File: src/rtl/nn_mac_lanes_pkg.sv
// nn_pkg: shared widths, lane types, FSM states and mod-2^COEF_W arithmetic helpers
package nn_pkg;
  localparam int COEF_W = 18;
  localparam int WEIGHT_W = 3;
  localparam int LANES = 2;
  typedef logic [COEF_W-1:0] coef_t;
  typedef coef_t [LANES-1:0] lanes_t;
  typedef logic signed [WEIGHT_W-1:0] weight_t;
  typedef enum logic {IDLE, LOADED} state_t;
  function automatic coef_t mod_add(coef_t a, coef_t b);
    return a + b;
  endfunction
  function automatic coef_t smul(coef_t c, weight_t w);
    logic [COEF_W+WEIGHT_W-1:0] p;
    p = {{WEIGHT_W{c[COEF_W-1]}}, c} * {{COEF_W{w[WEIGHT_W-1]}}, w};
    return p[COEF_W-1:0];
  endfunction
endpackage

File: src/rtl/nn_mac_lanes_if.sv
// nn_mac_lanes_if: ciphertext, weight, partial-sum and result handshakes of the MAC stage
interface nn_mac_lanes_if #(
  parameter int IDX_W = 10,
  parameter int WIDX_W = 6
);
  import nn_pkg::*;
  logic ct_valid, ct_ready;
  lanes_t ct_in;
  logic [IDX_W-1:0] idx_k_in, idx_N_in;
  logic weights_valid, weights_ready;
  weight_t weights_in;
  logic [WIDX_W-1:0] weight_idx;
  logic psum_valid, psum_ready;
  lanes_t psum_in;
  logic sum_ready, sum_valid;
  lanes_t sum_out;
  logic [IDX_W-1:0] sum_idx_k, sum_idx_N;
  logic [WIDX_W-1:0] sum_idx_w;
  logic err_order;
  modport master (
    output ct_valid, ct_in, idx_k_in, idx_N_in, weights_valid, weights_in, weight_idx,
           psum_valid, psum_in, sum_ready,
    input  ct_ready, weights_ready, psum_ready, sum_valid, sum_out, sum_idx_k, sum_idx_N,
           sum_idx_w, err_order
  );
  modport slave (
    input  ct_valid, ct_in, idx_k_in, idx_N_in, weights_valid, weights_in, weight_idx,
           psum_valid, psum_in, sum_ready,
    output ct_ready, weights_ready, psum_ready, sum_valid, sum_out, sum_idx_k, sum_idx_N,
           sum_idx_w, err_order
  );
endinterface

File: src/rtl/nn_mac_lanes_lane_mul.sv
// nn_lane_mul: one lane's signed coefficient-by-weight product, optionally added to a partial sum
module nn_lane_mul
  import nn_pkg::*;
#(
  parameter bit ACC_MODE = 1'b1
) (
  input  coef_t   ct,
  input  coef_t   psum,
  input  weight_t w,
  output coef_t   sum
);
  assign sum = mod_add(ACC_MODE ? psum : '0, smul(ct, w));
endmodule

File: src/rtl/nn_mac_lanes.sv
// nn_mac_lanes: buffers one packed ciphertext word and sweeps OUT_NODES weights against it
module nn_mac_lanes
  import nn_pkg::*;
#(
  parameter int OUT_NODES = 10,
  parameter int IDX_W = 10,
  parameter int WIDX_W = 6,
  parameter bit ACC_MODE = 1'b1
) (
  input logic clk_in,
  input logic rst_n_in,
  nn_mac_lanes_if.slave bus
);
  state_t state;
  lanes_t ct_buf, prod;
  logic [IDX_W-1:0] k_buf, n_buf;
  logic [WIDX_W-1:0] wcnt;
  logic slot_free, psum_ok, fire, take, last;
  assign slot_free = !bus.sum_valid || bus.sum_ready;
  assign psum_ok = ACC_MODE ? bus.psum_valid : 1'b1;
  assign bus.weights_ready = state == LOADED && slot_free && psum_ok;
  assign bus.psum_ready = ACC_MODE && state == LOADED && slot_free && bus.weights_valid;
  assign fire = bus.weights_ready && bus.weights_valid;
  assign take = state == IDLE && bus.ct_valid && bus.ct_ready;
  assign last = wcnt == WIDX_W'(OUT_NODES - 1);
  for (genvar i = 0; i < LANES; i++) begin : g_lane
    nn_lane_mul #(.ACC_MODE(ACC_MODE)) u_mul (
      .ct(ct_buf[i]),
      .psum(bus.psum_in[i]),
      .w(bus.weights_in),
      .sum(prod[i])
    );
  end
  // load/sweep sequencer with the ciphertext buffer and the registered result slot
  always_ff @(posedge clk_in or negedge rst_n_in) begin
    if (!rst_n_in) begin
      state <= IDLE;
      wcnt <= '0;
      ct_buf <= '0;
      k_buf <= '0;
      n_buf <= '0;
      bus.ct_ready <= 1'b0;
      bus.sum_valid <= 1'b0;
      bus.sum_out <= '0;
      bus.sum_idx_k <= '0;
      bus.sum_idx_N <= '0;
      bus.sum_idx_w <= '0;
      bus.err_order <= 1'b0;
    end else begin
      if (state == IDLE) begin
        bus.ct_ready <= !take;
        if (take) begin
          ct_buf <= bus.ct_in;
          k_buf <= bus.idx_k_in;
          n_buf <= bus.idx_N_in;
          wcnt <= '0;
          state <= LOADED;
        end
      end else if (fire && last) begin
        wcnt <= '0;
        state <= IDLE;
        bus.ct_ready <= 1'b1;
      end else if (fire) begin
        wcnt <= wcnt + 1'b1;
      end
      if (fire) begin
        bus.sum_valid <= 1'b1;
        bus.sum_out <= prod;
        bus.sum_idx_k <= k_buf;
        bus.sum_idx_N <= n_buf;
        bus.sum_idx_w <= bus.weight_idx;
        if (bus.weight_idx != wcnt) bus.err_order <= 1'b1;
      end else if (bus.sum_ready) begin
        bus.sum_valid <= 1'b0;
      end
    end
  end
endmodule

File: src/flat_wrapper.sv
// flat-port wrapper written by rule: the top's interface ports become plain ports
module nn_mac_lanes_flat import nn_pkg::*;
#(
  parameter int OUT_NODES = 10,
  parameter int IDX_W = 10,
  parameter int WIDX_W = 6,
  parameter bit ACC_MODE = 1'b1
)
  (clk_in, rst_n_in, bus_ct_valid, bus_ct_in, bus_idx_k_in, bus_idx_N_in, bus_weights_valid, bus_weights_in, bus_weight_idx, bus_psum_valid, bus_psum_in, bus_sum_ready, bus_ct_ready, bus_weights_ready, bus_psum_ready, bus_sum_valid, bus_sum_out, bus_sum_idx_k, bus_sum_idx_N, bus_sum_idx_w, bus_err_order);
  nn_mac_lanes_if #(.IDX_W(IDX_W), .WIDX_W(WIDX_W)) bus_i ();
  input logic clk_in;
  input logic rst_n_in;
  input wire logic [$bits(bus_i.ct_valid)-1:0] bus_ct_valid;
  input wire logic [$bits(bus_i.ct_in)-1:0] bus_ct_in;
  input wire logic [$bits(bus_i.idx_k_in)-1:0] bus_idx_k_in;
  input wire logic [$bits(bus_i.idx_N_in)-1:0] bus_idx_N_in;
  input wire logic [$bits(bus_i.weights_valid)-1:0] bus_weights_valid;
  input wire logic [$bits(bus_i.weights_in)-1:0] bus_weights_in;
  input wire logic [$bits(bus_i.weight_idx)-1:0] bus_weight_idx;
  input wire logic [$bits(bus_i.psum_valid)-1:0] bus_psum_valid;
  input wire logic [$bits(bus_i.psum_in)-1:0] bus_psum_in;
  input wire logic [$bits(bus_i.sum_ready)-1:0] bus_sum_ready;
  output wire logic [$bits(bus_i.ct_ready)-1:0] bus_ct_ready;
  output wire logic [$bits(bus_i.weights_ready)-1:0] bus_weights_ready;
  output wire logic [$bits(bus_i.psum_ready)-1:0] bus_psum_ready;
  output wire logic [$bits(bus_i.sum_valid)-1:0] bus_sum_valid;
  output wire logic [$bits(bus_i.sum_out)-1:0] bus_sum_out;
  output wire logic [$bits(bus_i.sum_idx_k)-1:0] bus_sum_idx_k;
  output wire logic [$bits(bus_i.sum_idx_N)-1:0] bus_sum_idx_N;
  output wire logic [$bits(bus_i.sum_idx_w)-1:0] bus_sum_idx_w;
  output wire logic [$bits(bus_i.err_order)-1:0] bus_err_order;
  assign bus_i.ct_valid = bus_ct_valid;
  assign bus_i.ct_in = bus_ct_in;
  assign bus_i.idx_k_in = bus_idx_k_in;
  assign bus_i.idx_N_in = bus_idx_N_in;
  assign bus_i.weights_valid = bus_weights_valid;
  assign bus_i.weights_in = bus_weights_in;
  assign bus_i.weight_idx = bus_weight_idx;
  assign bus_i.psum_valid = bus_psum_valid;
  assign bus_i.psum_in = bus_psum_in;
  assign bus_i.sum_ready = bus_sum_ready;
  assign bus_ct_ready = bus_i.ct_ready;
  assign bus_weights_ready = bus_i.weights_ready;
  assign bus_psum_ready = bus_i.psum_ready;
  assign bus_sum_valid = bus_i.sum_valid;
  assign bus_sum_out = bus_i.sum_out;
  assign bus_sum_idx_k = bus_i.sum_idx_k;
  assign bus_sum_idx_N = bus_i.sum_idx_N;
  assign bus_sum_idx_w = bus_i.sum_idx_w;
  assign bus_err_order = bus_i.err_order;
  nn_mac_lanes #(.OUT_NODES(OUT_NODES), .IDX_W(IDX_W), .WIDX_W(WIDX_W), .ACC_MODE(ACC_MODE)) u_core (.clk_in(clk_in), .rst_n_in(rst_n_in), .bus(bus_i));
endmodule
File: config.mk
export PLATFORM = sky130hd
export DESIGN_NAME = nn_mac_lanes_flat
export DESIGN_NICKNAME = d
export VERILOG_FILES = /design/src/rtl/nn_mac_lanes_pkg.sv /design/src/rtl/nn_mac_lanes_if.sv /design/src/rtl/nn_mac_lanes_lane_mul.sv /design/src/rtl/nn_mac_lanes.sv /design/src/flat_wrapper.sv
export SDC_FILE = /design/constraint.sdc
export NUM_CORES = 1
export LEC_CHECK = 0
export ABC_AREA = 1
export CORE_AREA = 2 2 181 183
export CTS_BUF_LIST = sky130_fd_sc_hd__clkbuf_4 sky130_fd_sc_hd__clkbuf_8 sky130_fd_sc_hd__clkbuf_16
export DETAILED_ROUTE_END_ITERATION = 8
export DIE_AREA = 0 0 183 185
export GPL_TIMING_DRIVEN = 0
export PLACE_DENSITY_LB_ADDON = 0.08
export SLEW_MARGIN = 20
export SYNTH_ARGS = -nofsm -noshare
export SYNTH_HDL_FRONTEND = slang
export SYNTH_SLANG_ARGS = --single-unit
File: constraint.sdc
create_clock -name clk_in -period 7.2 [get_ports clk_in]
set_input_delay 2.16 -clock clk_in [delete_from_list [all_inputs] [get_ports clk_in]]
set_output_delay 2.16 -clock clk_in [all_outputs]
set_load 0.05 [all_outputs]
==> impl_metrics.yaml, run 1 <==
finish:
  stdcell_count: 1764
  area_delta_synth_final_pct: 30.7
  drive_gt1_frac: 0.0857
  nets: 1580
  multi_input_area_mm2: 0.00543
  seqCellArea_mm2: 0.00320
  nFillCells: 3278
global_routing:
  grt_pass1_vias: 7765
  grt.total_usage: 0.169
  grt_first_pass_wirelength_um: 43200
  grt_max_degree: 84
  antenna_found_initial: 3
  grt-ovfl-total: 0
die:
  die_w_um: 183
  initial_core_util: 0.295
  rows: 66
  io_pins: 174
  dieArea_mm2: 0.0339
  core_area_mm2: 0.0320
  fp.dieH_um: 185
timing:
  rsz0062_at_grt: "no"
  period_minus_slack_ns: 6.56
  relSlewSlack: 0.467
  whs_ns: 0.453
  fin_crit_sh: 0.912
  fmax_mhz: 152
  clock_skew_ns: 0.0136
  tightestPinTransition_ns: 0.800
  slew_violations: 0
  setup_viol: 0
  final_hold_viol_count: 0
yosys:
  async_reset_ff_frac: 1.00
  syn_nets: 1388
  synth_edf_count: 0
  ys_ff_latch: 128
  synth_top_area_frac: 0.339
  yosys-top-cells-area: "dfrtp_1, nand2_1, fa_1"
  synth.distinct_cells: 33
  yosysTopAreaCell: "dfrtp_1"
  ys.flop_type: "dfrtp_1"
  avgSynthCellArea_um2: 8.23
  syn-cell-area_mm2: 0.00946
  ys_seq_area_frac: 0.339
  synth_commonest_cells: "nand2_1, inv_1, dfrtp_1"
  yosysWarnings: 0
  syn_inst: 1149
  yosysMostFrequentCell: "nand2_1"
cts:
  clk_latency_ns: 0.44
  cts_tree: "done"
  numCtsBuffers: 17
  cts_max_path_buffers: 2
  cts_max_level: 4
  cts_sinks: 128
  cts_repair_resize_count: 0
  clk_pin_slew_ns: 0.07
  cts_root_buffer: "clkbuf_16"
  cts_hold_buf: 0
  post_cts_buffers: 0
detailed_routing:
  dr.pass1.iters: 5
  drt-total-wl_um: 27400
  num_vias: 7849
  wl_per_cell_um: 15.5
  drcViolationCount: 0
  postRouteAntennaNets: 0
  drt_iter0_drc: 429
  via_per_inst: 4.45
run_status:
  outcome: "completed"
placement:
  gp_congestion: 0.802
  numPortBuffers: 172
  place_inst: 1730
  dp_hpwl_um: 21200
worst_setup_path:
  cp_max_fo: 10
  path_cells: "clkdlybuf4s50_1 -> buf_2 -> buf_1 -> nand2_1 -> fa_1 -> inv_1 -> fa_1 -> inv_1 -> fa_1 -> inv_1 -> ha_1 -> inv_1 -> fa_1 -> inv_1 -> nand3_1 -> nand2_1 -> nand2_1 -> nand2_1 -> nand2_1 -> nand2_1 -> nand2_1 -> nand3_1 -> nand2_1"
  startpoint_type: "input port"
  crit_cells: 23
  required_ns: 7.53
  crit_slowest_cell: "buf_1"
  reg2reg_depth: 15
  r2r_slack_ns: 3.36
  crit_top_cell: "nand2_1"
  crit_path_end_kind: "register"
  path_buf_inv: 8
  path_delay_family: "adder cells"
  max_stage_delay_ns: 0.59
  cp.arrival_ns: 6.89
  critPathKind: "in -> reg"
hold_path:
  worst_hold_path_type: "reg -> reg"
  hold-path-cell-count: 2
job:
  drv_cap: 0
==> cells by family after synthesis <==
| kind of cell | Yosys count | share of synthesized area |
|---|---|---|
| muxes | 53 | 0.0631 |
| xor gates and xnor gates | 14 | 0.0130 |
| DFF | 128 | 0.339 |
| AOI/OAI and AO/OA | 65 | 0.0358 |
| adders and majority gates | 132 | 0.225 |
| buffers and inverters | 206 | 0.0869 |
| and+or+nand+nor | 551 | 0.237 |
==> worst min-delay path, stage by stage (launching register included) <==
cell and delay [ns]:
dfrtp_1 0.34, nand2_1 0.05, nand2_1 0.04
==> cell usage in the layout (no fill, tap or decap), drive strengths merged, types with 3 or more instances in the layout <==
cell type	n
nand2	393
inv	182
clkdlybuf4s50	171
dfrtp	128
nor2	72
ha	68
fa	64
nand3	57
mux2	53
a21oi	31
o21ai	28
clkbuf	28
buf	22
nand4	10
xnor2	9
nand3b	7
nor3	6
xor2	5
bufinv	4
or2	4
clkinv	3
==> state kept, by name (all words and copies together) (netlist names) <==
name	flops
u_core.n_buf	10
u_core.bus.sum_idx_k	10
u_core.ct_buf	36
u_core.bus.ct_ready	1
u_core.bus.err_order	1
u_core.k_buf	10
u_core.bus.sum_valid	1
u_core.state	1
u_core.bus.sum_idx_N	10
u_core.wcnt	6
u_core.bus.sum_idx_w	6
u_core.bus.sum_out	36
==> path summary, 6_finish.rpt <==
check | startpoint | to
hold / removal | u_core.k_buf[2] | u_core.bus.sum_idx_k[2]
min in group asynchronous | rst_n_in | u_core.bus.sum_out[9]
setup reg to reg | u_core.ct_buf[0] | u_core.bus.sum_out[10]
setup / recovery | bus_weights_in[0] | u_core.bus.sum_out[34]
hold reg to reg | u_core.k_buf[2] | u_core.bus.sum_idx_k[2]
max in group asynchronous | rst_n_in | u_core.bus.sum_idx_k[4]
==> metal layers <==
metal  part of all wire  routed length [um]  vias up  track usage
met5            0.00088                  24        -            0
met4             0.0088                 242        4       0.0390
met3              0.075                2050       13       0.0602
met2               0.43               11800      187        0.257
met1               0.48               13200     3693        0.230
li1                   -                   -     3952            -
==> per-stage QoR <==
stage          setup TNS [ns]  worst slack, ns  instance area (um2)   util
4_1_cts                     0            0.561                12400  0.386
2_1_floorplan               0             1.57                 9460      -
6_report                    0            0.637                12400  0.386
5_1_grt                     0            0.265                12400  0.386
3_3_place_gp          -223.63            -1.77                11700  0.365
3_5_place_dp                0           0.0830                11700  0.366
==> layout make-up <==
class	instances	share of cell area
timing repair buffer	173	0.142
clock buffer	18	0.0350
sequential	128	0.259
clock inverter	14	0.0163
buffer	30	0.0127
antenna	2	0.000405
tap	408	0.0413
multi-input combinational	815	0.440
inverter	176	0.0538
Power of run 1 is left out: the tool's default activity adds up to more than one toggle a clock period on the data nets, which glitch-free logic cannot reach.
==> inputs of run 2 (changes only) <==
Settings changed: ABC_CLOCK_PERIOD_IN_PS from default to 7200, CTS_BUF_LIST sky130_fd_sc_hd__clkbuf_4 sky130_fd_sc_hd__clkbuf_8 sky130_fd_sc_hd__clkbuf_16 to default.
==> impl_metrics.yaml, run 2 (synthesis gave the netlist of run 1 again) <==
run_status:
  outcome: "completed"
cts:
  cts_repair_resize_count: 0
  cts_max_level: 4
  numCtsBuffers: 17
  cts_tree: "done"
  cts_hold_buf: 0
  clk_pin_slew_ns: 0.07
  post_cts_buffers: 0
  cts_max_path_buffers: 2
  cts_sinks: 128
  clk_latency_ns: 0.44
  cts_root_buffer: "clkbuf_16"
worst_setup_path:
  crit_slowest_cell: "buf_1"
  startpoint_type: "input port"
  cp_max_fo: 10
  crit_end: "u_core.bus.sum_out[34]"
  worstReg2RegStart: "u_core.ct_buf[0]"
  crit_path_end_kind: "register"
  max_stage_delay_ns: 0.59
  path_cells: "clkdlybuf4s50_1 -> buf_2 -> buf_1 -> nand2_1 -> fa_1 -> inv_1 -> fa_1 -> inv_1 -> fa_1 -> inv_1 -> ha_1 -> inv_1 -> fa_1 -> inv_1 -> nand3_1 -> nand2_1 -> nand2_1 -> nand2_1 -> nand2_1 -> nand2_1 -> nand2_1 -> nand3_1 -> nand2_1"
  cp.arrival_ns: 6.89
  crit_top_cell: "nand2_1"
  required_ns: 7.53
  reg2reg_depth: 15
  rr_endpoint: "u_core.bus.sum_out[10]"
  crit_cells: 23
  critPathKind: "in -> reg"
  r2r_slack_ns: 3.36
  path_buf_inv: 8
  critPathLaunch: "bus_weights_in[0]"
  path_delay_family: "adder cells"
timing:
  relSlewSlack: 0.467
  fin_tns_setup_ns: 0
  period_minus_slack_ns: 6.56
  fmax_mhz: 152
  rsz0062_at_grt: "no"
  clock_skew_ns: 0.0136
  tightestPinTransition_ns: 0.800
  setup_slack_ns: 0.637
  fin_crit_sh: 0.912
  final_hold_viol_count: 0
  setup_viol: 0
  whs_ns: 0.453
  slew_violations: 0
global_routing:
  grt_first_pass_wirelength_um: 43200
  grt_pass1_vias: 7765
  antenna_found_initial: 3
  grt_max_degree: 84
  grt-ovfl-total: 0
  grt.total_usage: 0.169
finish:
  largest_registers: "u_core.bus.sum_out: 36 flops, u_core.ct_buf: 36 flops"
  drive_gt1_frac: 0.0849
  area_delta_synth_final_pct: 30.7
  final_cell_mix: "nand2_1, inv_1, clkdlybuf4s50_1"
  layout_commonest_cell: "nand2_1"
  nets: 1580
detailed_routing:
  wl_per_cell_um: 15.5
  drcViolationCount: 0
  drt-total-wl_um: 27400
  num_vias: 7852
  via_per_inst: 4.45
  postRouteAntennaNets: 0
  dr.pass1.iters: 5
  drt_iter0_drc: 426
placement:
  dp_hpwl_um: 21200
  numPortBuffers: 172
  pre_cts_ws_ns: 0.0830
  gp_congestion: 0.802
die:
  core_area_mm2: 0.0320
  die_w_um: 183
  io_pins: 174
  dieArea_mm2: 0.0339
  fp.dieH_um: 185
  initial_core_util: 0.295
  rows: 66
job:
  drv_cap: 0
hold_path:
  worst_hold_path_type: "reg -> reg"
-- run 2: cell count changes in the layout (fill, tap and decap cells not counted) --
| cell | change |
|---|---|
| clkbuf_4 | -1 |
| clkbuf_1 | +1 |
-- run 2: worst min path at each step --
| stage | start | to | depth (start not counted) |
|---|---|---|---|
| floorplan | u_core.n_buf[0] | u_core.bus.sum_idx_N[0] | 2 |
| global placement | u_core.n_buf[5] | u_core.bus.sum_idx_N[5] | 2 |
| detailed placement | u_core.n_buf[9] | u_core.bus.sum_idx_N[9] | 2 |
| CTS | u_core.k_buf[2] | u_core.bus.sum_idx_k[2] | 2 |
| global route | u_core.k_buf[2] | u_core.bus.sum_idx_k[2] | 2 |
| finish | u_core.k_buf[2] | u_core.bus.sum_idx_k[2] | 2 |
-- run 2: worst register-to-register path, cell delays in order, from the launching register on --
cell and delay, ns:
dfrtp_1 0.42, or2_2 0.33, fa_1 0.46, fa_1 0.50, inv_1 0.05, fa_1 0.49
ha_1 0.27, fa_1 0.47, nand2_1 0.11, nand2_1 0.06, nand3b_1 0.08, nand2_1 0.12
nand2_1 0.11, nand4_1 0.07, nand3_1 0.13, nand2_1 0.07
-- run 2: metal layers --
metal	vias to the layer above	track usage	share of wire
met4	4	0.0390	0.0088
met2	185	0.257	0.43
met3	13	0.0602	0.075
met5	-	0	0.00088
met1	3697	0.230	0.48
li1	3953	-	-
-- run 2: metrics by stage --
step | area, um2 | cells | utilization
2_1_floorplan | 9460 | 1149 | -
3_3_place_gp | 11700 | 1729 | 0.365
3_5_place_dp | 11700 | 1730 | 0.366
4_1_cts | 12400 | 1762 | 0.386
5_1_grt | 12400 | 1762 | 0.386
6_report | 12400 | 1764 | 0.386
-- run 2: cell type report --
class / count / area (um2)
fillers: 3280 / 19700
multi-input cells: 815 / 5430
flip-flops and latches: 128 / 3200
repair buffers: 173 / 1750
inverters: 176 / 666
well taps: 408 / 510
clock buffers: 18 / 429
clock inverters: 14 / 201
plain buffers: 30 / 156
diodes: 2 / 5.00
Power of run 2 is left out for the same reason.
==> inputs of run 3 (changes only) <==
Settings changed: CTS_BUF_LIST from default to sky130_fd_sc_hd__clkbuf_8 sky130_fd_sc_hd__clkbuf_16, CTS_CLUSTER_SIZE from default to 10.
==> impl_metrics.yaml, run 3 (synthesis gave the netlist of run 1 again) <==
detailed_routing:
  wl_per_cell_um: 15.5
  num_vias: 7851
  drt-total-wl_um: 27400
  drt_iter0_drc: 426
  postRouteAntennaNets: 0
  via_per_inst: 4.45
  drcViolationCount: 0
  dr.pass1.iters: 5
finish:
  stdcell_count: 1764
  nFillCells: 3280
  drive_gt1_frac: 0.0849
  area_delta_synth_final_pct: 30.7
  final_cell_mix: "nand2_1, inv_1, clkdlybuf4s50_1"
  nets: 1580
  layout_commonest_cell: "nand2_1"
  largest_registers: "u_core.bus.sum_out: 36 flops, u_core.ct_buf: 36 flops"
timing:
  final_hold_viol_count: 0
  rsz0062_at_grt: "no"
  slew_violations: 0
  setup_viol: 0
  clock_skew_ns: 0.0136
  period_minus_slack_ns: 6.56
  fmax_mhz: 152
  fin_crit_sh: 0.912
  tightestPinTransition_ns: 0.800
  relSlewSlack: 0.467
global_routing:
  grt-ovfl-total: 0
  grt.total_usage: 0.169
  grt_max_degree: 84
  grt_first_pass_wirelength_um: 43200
  antenna_found_initial: 3
  grt_pass1_vias: 7765
die:
  fp.dieH_um: 185
  rows: 66
  die_w_um: 183
  io_pins: 174
  initial_core_util: 0.295
  core_area_mm2: 0.0320
  dieArea_mm2: 0.0339
worst_setup_path:
  crit_top_cell: "nand2_1"
  crit_path_end_kind: "register"
  r2r_slack_ns: 3.36
  max_stage_delay_ns: 0.59
  cp.arrival_ns: 6.89
  cp_max_fo: 10
  startpoint_type: "input port"
  critPathKind: "in -> reg"
  path_cells: "clkdlybuf4s50_1 -> buf_2 -> buf_1 -> nand2_1 -> fa_1 -> inv_1 -> fa_1 -> inv_1 -> fa_1 -> inv_1 -> ha_1 -> inv_1 -> fa_1 -> inv_1 -> nand3_1 -> nand2_1 -> nand2_1 -> nand2_1 -> nand2_1 -> nand2_1 -> nand2_1 -> nand3_1 -> nand2_1"
  required_ns: 7.53
  crit_slowest_cell: "buf_1"
cts:
  clk_pin_slew_ns: 0.07
  cts_repair_resize_count: 0
  cts_tree: "done"
  cts_max_level: 4
  cts_sinks: 128
  cts_max_path_buffers: 2
  numCtsBuffers: 17
  cts_hold_buf: 0
  cts_root_buffer: "clkbuf_16"
  post_cts_buffers: 0
  clk_latency_ns: 0.44
hold_path:
  worst_hold_path_type: "reg -> reg"
placement:
  numPortBuffers: 172
  place_inst: 1730
  gp_congestion: 0.802
  dp_hpwl_um: 21200
run_status:
  outcome: "completed"
job:
  drv_cap: 0
==> run 3: final cells by class <==
type	instances	area [um2]	area share
Antenna cell	2	5.00	0.000405
Inverter	176	666	0.0539
Clock buffer	17	425	0.0344
Timing Repair Buffer	173	1750	0.142
Clock inverter	15	205	0.0166
Tap cell	408	510	0.0413
Multi-Input combinational cell	815	5430	0.440
Sequential cell	128	3200	0.259
Buffer	30	156	0.0127
==> run 3: routing by layer <==
metal / global-route usage / vias up / routed length (um)
li1: - / 3952 / -
met4: 0.0390 / 4 / 242
met1: 0.230 / 3697 / 13200
met2: 0.257 / 185 / 11800
met5: 0 / - / 24
met3: 0.0602 / 13 / 2050
==> run 3: critical path: cells and delay by family <==
kind                       cells  cell delay [ns]
adders and majority gates      5             2.06
and+or+nand+nor               10             0.95
buffers and inverters          8             1.72
==> run 3: worst paths after layout <==
check | cells after the start | startpoint | end
max | 23 | bus_weights_in[0] | u_core.bus.sum_out[34]
min | 2 | u_core.k_buf[2] | u_core.bus.sum_idx_k[2]
max reg2reg | 15 | u_core.ct_buf[0] | u_core.bus.sum_out[10]
min reg2reg | 2 | u_core.k_buf[2] | u_core.bus.sum_idx_k[2]
max in group asynchronous | 2 | rst_n_in | u_core.bus.sum_idx_k[4]
min in group asynchronous | 1 | rst_n_in | u_core.bus.sum_out[9]
==> run 3: per-stage QoR <==
step	area [um2]	hold slack (ns)	setup WS (ns)	setup TNS, ns	utilization
after floorplan	9460	0.436	1.57	0	-
after detailed placement	11700	0.450	0.0830	0	0.366
after global placement	11700	0.445	-1.77	-223.63	0.365
after CTS	12400	0.453	0.561	0	0.386
after global routing	12400	0.478	0.265	0	0.386
final	12400	0.453	0.637	0	0.386
Power of run 3 is left out for the same reason.
